## config.mk

```make
export PLATFORM = sky130hd
export DESIGN_NAME = intra_tap_accumulator
export DESIGN_NICKNAME = d
export VERILOG_FILES = /design/src/rtl/intra_filter_pkg.sv /design/src/rtl/intra_round_clip.sv /design/src/rtl/intra_tap_accumulator.sv
export SDC_FILE = /design/constraint.sdc
export NUM_CORES = 1
export LEC_CHECK = 0
export ABC_AREA = 1
export ABC_CLOCK_PERIOD_IN_PS = 4700
export BUFFER_PORTS_ARGS = -buffer_cell sky130_fd_sc_hd__buf_2
export CAP_MARGIN = 20
export CORE_ASPECT_RATIO = 0.75
export CORE_MARGIN = 5
export CORE_UTILIZATION = 65
export DETAILED_ROUTE_END_ITERATION = 7
export PLACE_DENSITY = 0.88
export SYNTH_ARGS = -nofsm -noshare
export SYNTH_HDL_FRONTEND = slang
export SYNTH_SLANG_ARGS = --single-unit
```

## constraint.sdc

```tcl
create_clock -name clk -period 4.7 [get_ports clk]
set_input_delay 0.235 -clock clk [delete_from_list [all_inputs] [get_ports clk]]
set_output_delay 0.235 -clock clk [all_outputs]
set_load 0.05 [all_outputs]
```

## src/rtl/intra_filter_pkg.sv

```systemverilog
// Shared defaults, widths and FSM state for the intra filter path.
// Imported by the tap accumulator and its round/clip stage.
package intra_filter_pkg;

  localparam int NUM_TAPS_DEF = 4;
  localparam int PROD_W_DEF   = 16;
  localparam int SHIFT_DEF    = 6;
  localparam int PIX_W_DEF    = 8;

  // One sign bit of headroom over the worst-case sum of num_taps products.
  function automatic int acc_width(input int prod_w, input int num_taps);
    return prod_w + $clog2(num_taps) + 1;
  endfunction

  typedef enum logic [0:0] {
    ACCUM = 1'b0,
    STALL = 1'b1
  } acc_state_e;

endpackage

```

## src/rtl/intra_round_clip.sv

```systemverilog
// Rounds a filter sum by 2^SHIFT (floor after half-bias) and clips
// the result to the unsigned PIX_W sample range.
module intra_round_clip
  import intra_filter_pkg::*;
#(
  parameter int AW    = acc_width(PROD_W_DEF, NUM_TAPS_DEF),
  parameter int SHIFT = SHIFT_DEF,
  parameter int PIX_W = PIX_W_DEF
) (
  input  logic signed [AW-1:0] sum_i,
  output logic [PIX_W-1:0]     pix_o
);

  localparam int RND_I = 1 << (SHIFT - 1);
  localparam int MAX_I = (1 << PIX_W) - 1;
  localparam logic signed [AW-1:0] RND  = AW'(RND_I);
  localparam logic signed [AW-1:0] MAXV = AW'(MAX_I);

  logic signed [AW-1:0] biased;
  logic signed [AW-1:0] shifted;

  // Bias, arithmetic shift, then saturate to [0, 2^PIX_W-1].
  always_comb begin
    biased  = sum_i + RND;
    shifted = biased >>> SHIFT;
    if (shifted < 0) begin
      pix_o = '0;
    end else if (shifted > MAXV) begin
      pix_o = '1;
    end else begin
      pix_o = shifted[PIX_W-1:0];
    end
  end

endmodule

```

## src/rtl/intra_tap_accumulator.sv

```systemverilog
// Accumulates NUM_TAPS signed products per predicted sample and
// emits one rounded, clipped pixel through a single output register.
module intra_tap_accumulator
  import intra_filter_pkg::*;
#(
  parameter int NUM_TAPS = NUM_TAPS_DEF,
  parameter int PROD_W   = PROD_W_DEF,
  parameter int SHIFT    = SHIFT_DEF,
  parameter int PIX_W    = PIX_W_DEF
) (
  input  logic                     clk,
  input  logic                     rst,
  input  logic                     s_valid,
  output logic                     s_ready,
  input  logic signed [PROD_W-1:0] s_data,
  input  logic                     s_last,
  output logic                     m_valid,
  input  logic                     m_ready,
  output logic [PIX_W-1:0]         m_data,
  output logic                     err
);

  localparam int AW = acc_width(PROD_W, NUM_TAPS);
  localparam int CW = (NUM_TAPS > 1) ? $clog2(NUM_TAPS) : 1;
  localparam logic [CW-1:0] LAST_TAP = CW'(NUM_TAPS - 1);

  logic signed [AW-1:0] acc_q, acc_d;
  logic [CW-1:0]        tap_q, tap_d;
  acc_state_e           state_q, state_d;
  logic                 m_valid_q, m_valid_d;
  logic [PIX_W-1:0]     m_data_q, m_data_d;
  logic                 err_q, err_d;

  logic signed [AW-1:0] ext;
  logic signed [AW-1:0] sum;
  logic [PIX_W-1:0]     pix;
  logic                 is_final;
  logic                 hold;
  logic                 fire;
  logic                 done;

  // Handshake and running sum; tap 0 loads instead of adding.
  // An early s_last also ends a sample, so it must not overwrite
  // an output that is still waiting to be taken.
  always_comb begin
    ext      = {{(AW - PROD_W){s_data[PROD_W-1]}}, s_data};
    is_final = (tap_q == LAST_TAP);
    hold     = m_valid_q && !m_ready;
    s_ready  = !(hold && (state_q == STALL || is_final
                          || (s_valid && s_last)));
    fire     = s_valid && s_ready;
    done     = fire && (is_final || s_last);
    sum      = (tap_q == '0) ? ext : acc_q + ext;
  end

  intra_round_clip #(
    .AW    (AW),
    .SHIFT (SHIFT),
    .PIX_W (PIX_W)
  ) u_round_clip (
    .sum_i (sum),
    .pix_o (pix)
  );

  // Next-state: accumulator, tap counter, output register, error, FSM.
  always_comb begin
    acc_d     = acc_q;
    tap_d     = tap_q;
    m_valid_d = m_valid_q;
    m_data_d  = m_data_q;
    err_d     = err_q;
    state_d   = state_q;

    if (fire) begin
      acc_d = sum;
      tap_d = done ? '0 : tap_q + CW'(1);
      if (s_last != is_final) begin
        err_d = 1'b1;
      end
    end

    if (done) begin
      m_valid_d = 1'b1;
      m_data_d  = pix;
    end else if (m_ready) begin
      m_valid_d = 1'b0;
    end

    case (state_q)
      ACCUM: if (is_final && hold) state_d = STALL;
      STALL: if (m_ready)          state_d = ACCUM;
      default:                     state_d = ACCUM;
    endcase
  end

  // State registers with synchronous reset.
  always_ff @(posedge clk) begin
    if (rst) begin
      acc_q     <= '0;
      tap_q     <= '0;
      state_q   <= ACCUM;
      m_valid_q <= 1'b0;
      m_data_q  <= '0;
      err_q     <= 1'b0;
    end else begin
      acc_q     <= acc_d;
      tap_q     <= tap_d;
      state_q   <= state_d;
      m_valid_q <= m_valid_d;
      m_data_q  <= m_data_d;
      err_q     <= err_d;
    end
  end

  assign m_valid = m_valid_q;
  assign m_data  = m_data_q;
  assign err     = err_q;

endmodule

```

### Word level (Yosys, flattened, before mapping)

Cells that the tools add are included.
Widths: inputs -> output; s select.

* bits in registers: 32
* input port bits: 21
* output and inout port bits: 11
* word-level logic and storage cells: 37

* add/subtract/negate cells: 3
* order comparisons: 2
* eq/ne operators: 2
* mux-type cells: 9
* bitwise logic cells: 1
* reduce and logical (&&, ||, !) cells: 14

Operators with widths (number)
* $add 19x16->19: 1
* $add 19x7->19 const B: 1
* $mux 19: 1
* $mux 8: 2
* $gt 13x9->1 const B: 1
* $lt 13x1->1 const B: 1
* $logic_and 1x1->1: 6
* $mux 1: 4
* $logic_or 1x1->1: 3
* $add 2x1->2 const B: 1
* $eq 2x2->1 const B: 1
* $logic_not 1->1: 2
* $logic_not 2->1: 1
* $mux 2: 1
* $pmux 1 s2: 1
* $reduce_and 2->1: 1
* $reduce_bool 2->1: 1
* $ne 1x1->1: 1
* $not 1->1: 1

### Logic depth before layout (Yosys ltp)

Gate-level depths: netlist (run 1).

* word-level depth: 8
* gate-level depth with buffers: 25
* gate-level depth less buffers: 25

### Modules after synthesis

A second synthesis (run 1) with hierarchy kept.

* cell total of the unflattened synthesis: 507
* area, all modules: 3103.0 µm²

Modules (own cells, without submodules)
* intra_tap_accumulator: instances 1, cells an instance 425, area an instance 2636.3 µm², sequential area each 640.6 µm²
* intra_round_clip: instances 1, cells an instance 82, area an instance 466.7 µm², sequential area each 0.0 µm²

### Worst setup path after synthesis (run 1)

Ideal clock, no wire load.

* path type: register -> register
* start: register acc_q[0]
* end: register m_data_q[7], in the netlist m_data[7]
* setup time: 0.135 ns
* arrival: 2.624 ns
* data required time: 4.565 ns
* setup slack: 1.941 ns
* stages on the path, launching flop included: 24
* buffers on the path: 0
* period minus slack after synthesis: 2.759 ns
* path through: dfxtp_1 -> ha_1 -> fa_1 -> nand2_1 -> nand2_1 -> nand3_1 -> nand3_1 -> nand3_1 -> o21ai_2 -> inv_1 -> ha_1 -> nand3_1 -> nor2_4 -> nand2_2 -> nor2_4 -> nand4_1 -> nand2_1 -> nand2_1 -> inv_1 -> nand2_2 -> nand2_2 -> nand2_1 -> nand2_1 -> a21oi_2

* longest elaborated chain between the ends: 6
* elaborated cells between the ends (all ways): 7
* classes of those cells: 2 x add/sub; 2 x order compare; 3 x mux

Ends and longest elaborated chain
* start, declared: RTL line intra_tap_accumulator.sv:27 `logic signed [AW-1:0] acc_q, acc_d;`
* start signal, assigned: RTL line intra_tap_accumulator.sv:99 `acc_q <= '0;`
* start signal, assigned: RTL line intra_tap_accumulator.sv:106 `acc_q <= acc_d;`
* $add 19x16->19 *: RTL line intra_tap_accumulator.sv:53 `sum = (tap_q == '0) ? ext : acc_q + ext;`
* $mux 19 *: RTL line intra_tap_accumulator.sv:53
* net sum[6]: RTL line intra_tap_accumulator.sv:35 `logic signed [AW-1:0] sum;`
* $add 19x7->19 *: RTL line intra_round_clip.sv:24 `biased = sum_i + RND;`
* $gt 13x9->1: RTL line intra_round_clip.sv:28 `end else if (shifted > MAXV) begin`
* $mux 8: RTL line intra_round_clip.sv:28
* $mux 8 *: RTL line intra_round_clip.sv:26 `if (shifted < 0) begin`
* end signal, assigned: RTL line intra_tap_accumulator.sv:110 `m_data_q <= m_data_d;`
* end, declared: RTL line intra_tap_accumulator.sv:31 `logic [PIX_W-1:0] m_data_q, m_data_d;`

Mark *: on every way through the listed nets, which the timed path passes. The rest lies on a longest branch.
A chain may end at the register's enable or synchronous reset.

### Worst setup path in the final report (run 1)

* start: register tap_q[0]
* end: register m_data_q[7], in the netlist m_data[7]

* elaborated cells between the ends (all ways): 15
* classes of those cells: 1 x add/sub; 2 x order compare; 1 x eq/ne; 3 x mux; 8 x reduce/logical

RTL lines
* start, declared: RTL line intra_tap_accumulator.sv:28 `logic [CW-1:0] tap_q, tap_d;`
* start signal, assigned: RTL line intra_tap_accumulator.sv:107 `tap_q <= tap_d;`
* $logic_not 2->1 *: RTL line intra_tap_accumulator.sv:53
* $mux 19 *: RTL line intra_tap_accumulator.sv:53
* net sum[5]: RTL line intra_tap_accumulator.sv:35
* $add 19x7->19 *: RTL line intra_round_clip.sv:24
* $gt 13x9->1: RTL line intra_round_clip.sv:28
* $mux 8: RTL line intra_round_clip.sv:28
* $mux 8 *: RTL line intra_round_clip.sv:26

Marks and branches as above.

==> results of run 1 <==
==> per-layer routing <==
metal,share of wire [%],vias to the layer above
met5,0,-
met3,8.0,19
met4,2.0,0
li1,-,1670
met1,46,1417
met2,44,136
==> registers in the layout, indices dropped and copies added (netlist names) <==
register	count
err	1
m_data	8
state_q	1
m_valid	1
acc_q	19
tap_q	2
==> path summary, 6_finish.rpt <==
kind | from | end | slack (ns) | cells after the start
setup reg to reg | tap_q[0] | m_data[7] | 1.39 | 20
hold reg to reg | m_data[5] | m_data[5] | 0.46 | 2
hold / removal | m_ready | state_q | 0.12 | 2
setup / recovery | tap_q[0] | m_data[7] | 1.39 | 20
==> layout by cell type (no fill, tap or decap), types with 6 or more instances in the layout <==
cell,Yosys,routed
inv_1,74,74
buf_2,2,31
dfxtp_1,32,32
nand3_2,6,6
xor2_1,8,8
nand4_1,7,7
nand2_2,15,15
nand3_1,44,44
or2_2,8,8
nor2_1,33,33
a21oi_1,32,32
nor2_2,8,8
ha_1,22,22
clkbuf_8,0,7
o21ai_0,21,21
nand2_1,153,153
==> worst register-to-register path, stage by stage (launching register included) <==
cell	delay [ns]
dfxtp_1	0.34
inv_1	0.07
ha_1	0.28
inv_1	0.77
nand3_1	0.21
nand2_2	0.18
ha_1	0.21
nand3_1	0.14
nor2_4	0.13
nand2_2	0.08
nor2_4	0.12
nand3_1	0.08
nand2_1	0.06
nand2_1	0.05
nand2_1	0.06
inv_1	0.04
nand2_2	0.08
nand2_2	0.10
nand2_1	0.09
nand2_1	0.06
a21oi_2	0.11
==> logic make-up after synthesis <==
group / count (synthesis) / synth area share, %
XOR/XNOR: 10 / 2.85
AO/OA/AOI/OAI: 64 / 11.4
adder cells (fa/ha/maj): 23 / 9.61
AND/OR/NAND/NOR: 289 / 44.4
buffers and inverters: 88 / 10.8
flip-flops: 32 / 20.8
==> through the flow <==
| stage | cells | setup WS [ns] |
|---|---|---|
| after detailed placement | 585 | 1.46 |
| after CTS | 593 | 1.40 |
| after global routing | 593 | 1.01 |
| after floorplan | 506 | 1.94 |
| final | 593 | 1.39 |
| after global placement | 585 | 1.58 |
==> layout make-up <==
| class | instances | area, µm² | area share [%] |
|---|---|---|---|
| clock buffers | 7 | 96.3 | 2.84 |
| clock inverters | 1 | 30.0 | 0.886 |
| inverters | 79 | 297 | 8.75 |
| multi-input cells | 386 | 2100 | 62.0 |
| flip-flops and latches | 32 | 641 | 18.9 |
| well taps | 57 | 71.3 | 2.10 |
| repair buffers | 31 | 155 | 4.58 |
==> where the power goes <==
part           total, mW  internal (mW)  switching [mW]
Clock              0.297          0.187           0.109
Sequential         0.307          0.295          0.0126
Combinational      0.447          0.142           0.305
==> run summary, run 1 <==
worst hold path type: in -> reg
number of port buffers: 31
met2 usage: 40.1%
clock skew: 0.00777 ns
initial antenna violation count: 0
pin count of the biggest net entering global routing: 37
Final Cycle Share: 70.4%
top cells by area, synth: dfxtp_1 21%, nand2_1 19%, inv_1 9.0%
Ports: 32
HPWL Detailed: 5.92 mm
most common cell in the synthesized netlist: nand2_1
Slew HR: 31.4%
DR iter-0 viols: 201
die footprint: 6220 µm²
upper clock frequency limit: 302 MHz
number of global-route vias before repair: 2,852
final hold slack: 0.123 ns
first-pass GRT wire length: 12.8 mm
Filler cells: 393
placed cell area: 3260 µm²
total power: 1.05 mW
Total Routing Usage GR: 25.7%
Post-Synthesis Net Count: 550
status: finished, final reports clean
Worst VDD drop: 0.000232 V
Final Hold Vio Count: 0
Crit-path slowest cell: inv_1
total number of vias: 3,242
Core ar.: 4520 µm²
Pins Over Slew Limit: 0
Root Buffer: clkbuf_8
syn avg cell area: 6.08 µm²
CP startpoint kind: flip-flop
Clock transition at path regs: 0.07 ns
RSZ-0062 raised after global routing: no
Setup violations, final: 0
maxcap violations: 0
CP bufs+invs: 3
hold_buf cts: 0
Final Instance Area: 3390 µm²
worst slew pin tran: 1.03 ns
YS warnings: 0
GR Util met3: 6.18%
Leak Pwr: 1.84 nW
GRT busiest layer: met2
share of cells above drive strength 1: 17.0%
register area share after synthesis: 20.8%
number of synthesized flops with an enable pin: 0
CTS Buffer Depth: 2
Synth Flop Type: dfxtp_1
total gr overflow: 0
pwr dens: 310 nW/µm²
critical path's largest stage delay: 0.77 ns
post-DR vias/cell: 5.47
Post-CTS Setup Inserts: 0
crit path cell chain: inv_1, ha_1, inv_1, nand3_1, nand2_2, ha_1, nand3_1, nor2_4, nand2_2, nor2_4, nand3_1, nand2_1, nand2_1, nand2_1, inv_1, nand2_2, nand2_2, nand2_1, nand2_1, a21oi_2
RePlAce Congestion: 0.924
final core utilization: 75.0%
Layout Nets: 579
total CTS buffers: 5
CTS H-tree depth: 2
Mapped Area: 3070 µm²
Synth Register Bits: 32
post-synth cell types: 35
Worst EP arrival: 3.53 ns
FFs w/ async S/R, synth: 0%
family with the most delay on the worst path: simple AND/OR/NAND/NOR gates
min cycle time layout: 3.31 ns
largest area contributor in the netlist: dfxtp_1
diode count: 0
TritonCTS Sinks: 32
die height: 69.6 µm
CP most frequent cell: nand2_1
Clock Latency Late Sink: 0.29 ns
CTS tree: built
chip width: 89.4 µm
Crit path required time: 4.93 ns
most instantiated cells after synthesis: 153 x nand2_1, 74 x inv_1, 44 x nand3_1, 33 x nor2_1
setup TNS: 0 ns
crit end category: flip-flop
FP Rows: 21
cts repair resizes: 0
DRT antenna net count: 0
router iterations before antenna repair: 6
# DRC: 0
Gate Count Post-Synth: 506
Crit Path Max Fanout: 29
WL final: 7.87 mm
met1 usage: 34.3%
kind of critical path: reg -> reg
per-cell routed wire length: 13.3 µm
Syn-to-layout area delta: 10.3%
post-synth top area share: 20.8%
Starting Density: 68.0%
(Power assumes the default switching activity.)
==> inputs of run 2 (changes only) <==
--- a/config.mk
+++ b/config.mk
@@ -6,14 +6,14 @@
 export NUM_CORES = 1
 export LEC_CHECK = 0
 export ABC_AREA = 1
-export ABC_CLOCK_PERIOD_IN_PS = 4700
+export ABC_CLOCK_PERIOD_IN_PS = 3270
 export BUFFER_PORTS_ARGS = -buffer_cell sky130_fd_sc_hd__buf_2
 export CAP_MARGIN = 20
 export CORE_ASPECT_RATIO = 0.75
 export CORE_MARGIN = 5
-export CORE_UTILIZATION = 65
+export CORE_UTILIZATION = 60
 export DETAILED_ROUTE_END_ITERATION = 7
-export PLACE_DENSITY = 0.88
+export PLACE_DENSITY = 0.82
 export SYNTH_ARGS = -nofsm -noshare
 export SYNTH_HDL_FRONTEND = slang
 export SYNTH_SLANG_ARGS = --single-unit
==> constraint.sdc (replaced) <==
create_clock -name clk -period 3.27 [get_ports clk]
set_input_delay 0.1635 -clock clk [delete_from_list [all_inputs] [get_ports clk]]
set_output_delay 0.1635 -clock clk [all_outputs]
set_load 0.05 [all_outputs]
==> run summary, run 2 (synthesis results as in run 1) <==
Crit path required time: 3.49 ns (-1.44 ns)
Core ar.: 4930 µm² (+9.0%)
Final Instance Area: 3420 µm² (+0.92%)
Reg2Reg Setup Slack: 0.25 ns (-1.15 ns)
Leak Pwr: 1.84 nW (+0.41%)
CP startpoint kind: flip-flop
Final Cycle Share: 92.5% (+22 points)
CTS Buffer Depth: 2 (unchanged)
die footprint: 6670 µm² (+7.2%)
HPWL Detailed: 6.21 mm (+4.8%)
Finished Layout Cells: 600 (+1.2%)
Crit Path Max Fanout: 6 (-79%)
share of cells above drive strength 1: 18.3% (+1.4 points)
Clock transition at path regs: 0.08 ns (about the same)
Starting Density: 62.4% (-5.6 points)
post-place setup slack: 0.137 ns (-1.32 ns)
initial antenna violation count: 0 (unchanged)
final core utilization: 69.5% (-5.6 points)
post-DR vias/cell: 5.43 (-0.68%)
total number of vias: 3,258 (+0.49%)
FP Rows: 22 (+4.8%)
Largest register FFs: 19 (unchanged)
RSZ-0062 raised after global routing: no
pwr dens: 433 nW/µm² (+40%)
router iterations before antenna repair: 5 (-1)
worst slew pin tran: 0.811 ns (-0.217 ns)
# DRC: 0 (unchanged)
placed cell area: 3300 µm² (+1.0%)
WL final: 7.98 mm (+1.4%)
kind of critical path: reg -> reg
CTS tree: built
min cycle time layout: 3.02 ns (-0.285 ns)
TritonCTS Sinks: 32 (unchanged)
Setup violations, final: 0 (unchanged)
first-pass GRT wire length: 13.0 mm (+1.7%)
pin count of the biggest net entering global routing: 36 (-2.7%)
maxcap violations: 0 (unchanged)
diode count: 0 (unchanged)
worst hold path endpoint: state_q
DR iter-0 viols: 242 (+20%)
chip width: 92.7 µm (+3.6%)
Clock Latency Late Sink: 0.29 ns (about the same)
DP Cell Count: 592 (+1.2%)
total CTS buffers: 5 (unchanged)
status: finished, final reports clean
Layout Nets: 583 (+0.69%)
die height: 72.0 µm (+3.5%)
CTS H-tree depth: 2 (unchanged)
per-cell routed wire length: 13.3 µm (+0.19%)
R2R Path Start: acc_q[0]
number of port buffers: 31 (unchanged)
min-delay src: m_ready
setup TNS: 0 ns (unchanged)
crit end category: flip-flop
Pins Over Slew Limit: 0 (unchanged)
most common cell after layout, fill and taps aside: nand2_1
Syn-to-layout area delta: 11.3%
clock skew: 0.0119 ns (+0.00412 ns)
Worst EP arrival: 3.25 ns (-0.28 ns)
upper clock frequency limit: 331 MHz (+9.4%)
Root Buffer: clkbuf_8
Reg2Reg Depth: 24 (+20%)
hold_buf cts: 0 (unchanged)
number of global-route vias before repair: 2,868 (+0.56%)
R2R Path End: m_data[7]
DRT antenna net count: 0 (unchanged)
PnR worst setup slack: 0.246 ns (-1.15 ns)
total gr overflow: 0 (unchanged)
Worst VDD drop: 0.000302 V (+30%)
RePlAce Congestion: 0.918 (-0.61%)
Final Hold Vio Count: 0 (unchanged)
Total Routing Usage GR: 23.9% (-1.8 points)
Largest Register: acc_q
Ports: 32 (unchanged)
Slew HR: 45.9% (+14 points)
most frequent cells in the layout: 152 x nand2_1, 74 x inv_1, 43 x nand3_1, 33 x nor2_1
Min-Delay Path Depth: 2 (unchanged)
worst hold path type: in -> reg
run 2: worst max-delay path by stage:
stage / start / endpoint / slack [ns] / depth (start not counted)
3_3_place_gp: s_data[0] / m_data[7] / 0.35 / 25
6_report: acc_q[0] / m_data[7] / 0.25 / 24
5_1_grt: acc_q[0] / m_data[7] / 0.002 / 24
4_1_cts: acc_q[0] / m_data[7] / 0.11 / 24
3_5_place_dp: acc_q[0] / m_data[7] / 0.14 / 24
2_1_floorplan: acc_q[0] / m_data[7] / 0.51 / 23
run 2: worst max-delay path: stages, from the launching register on:
cell	delay (ns)
dfxtp_1	0.32
ha_2	0.20
fa_2	0.37
nand2_2	0.10
nand2_1	0.08
nand3_1	0.10
nand3_1	0.07
nand3_1	0.10
o21ai_2	0.10
inv_1	0.08
ha_1	0.18
nand3_2	0.12
nor2_4	0.12
nand2_2	0.08
nor2_4	0.13
nand3_1	0.11
nand2_1	0.08
nand2_1	0.05
nand2_1	0.07
inv_1	0.05
nand2_2	0.09
nand2_2	0.10
nand2_1	0.08
nand2_1	0.06
a21oi_2	0.11
run 2: what timing repair did:
action                     CTS  global route
buffers inserted             0             0
setup endpoints to repair    0             7
gates resized for setup      0             4
run 2: metal layers:
metal | share of wire [%] | wire, µm | track usage (%) | vias up
li1 | - | - | - | 1676
met1 | 48 | 3830 | 33.5 | 1443
met2 | 43 | 3460 | 39.2 | 127
met3 | 7.4 | 592 | 3.52 | 12
met4 | 1.3 | 103 | 5.37 | 0
met5 | 0 | 0 | 0 | -
run 2: area by class of cell:
class,instances,area (µm²)
repair buffers,35,185
well taps,60,75.1
clock inverters,3,42.5
multi-input cells,386,2110
flip-flops and latches,32,641
fillers,455,1510
inverters,79,297
clock buffers,5,68.8
run 2: stage by stage:
step / power, mW / hold slack (ns)
finish: 1.48 / 0.0563
global route: 1.58 / 0.0654
CTS: 1.48 / 0.0528
detailed placement: 1.08 / 0.357
global placement: 1.06 / 0.347
floorplan: 0.942 / 0.242
run 2: report_power, final:
part,switching [mW],internal (mW),total [mW]
registers,0.0179,0.424,0.441
clock network,0.166,0.226,0.391
logic,0.439,0.210,0.650
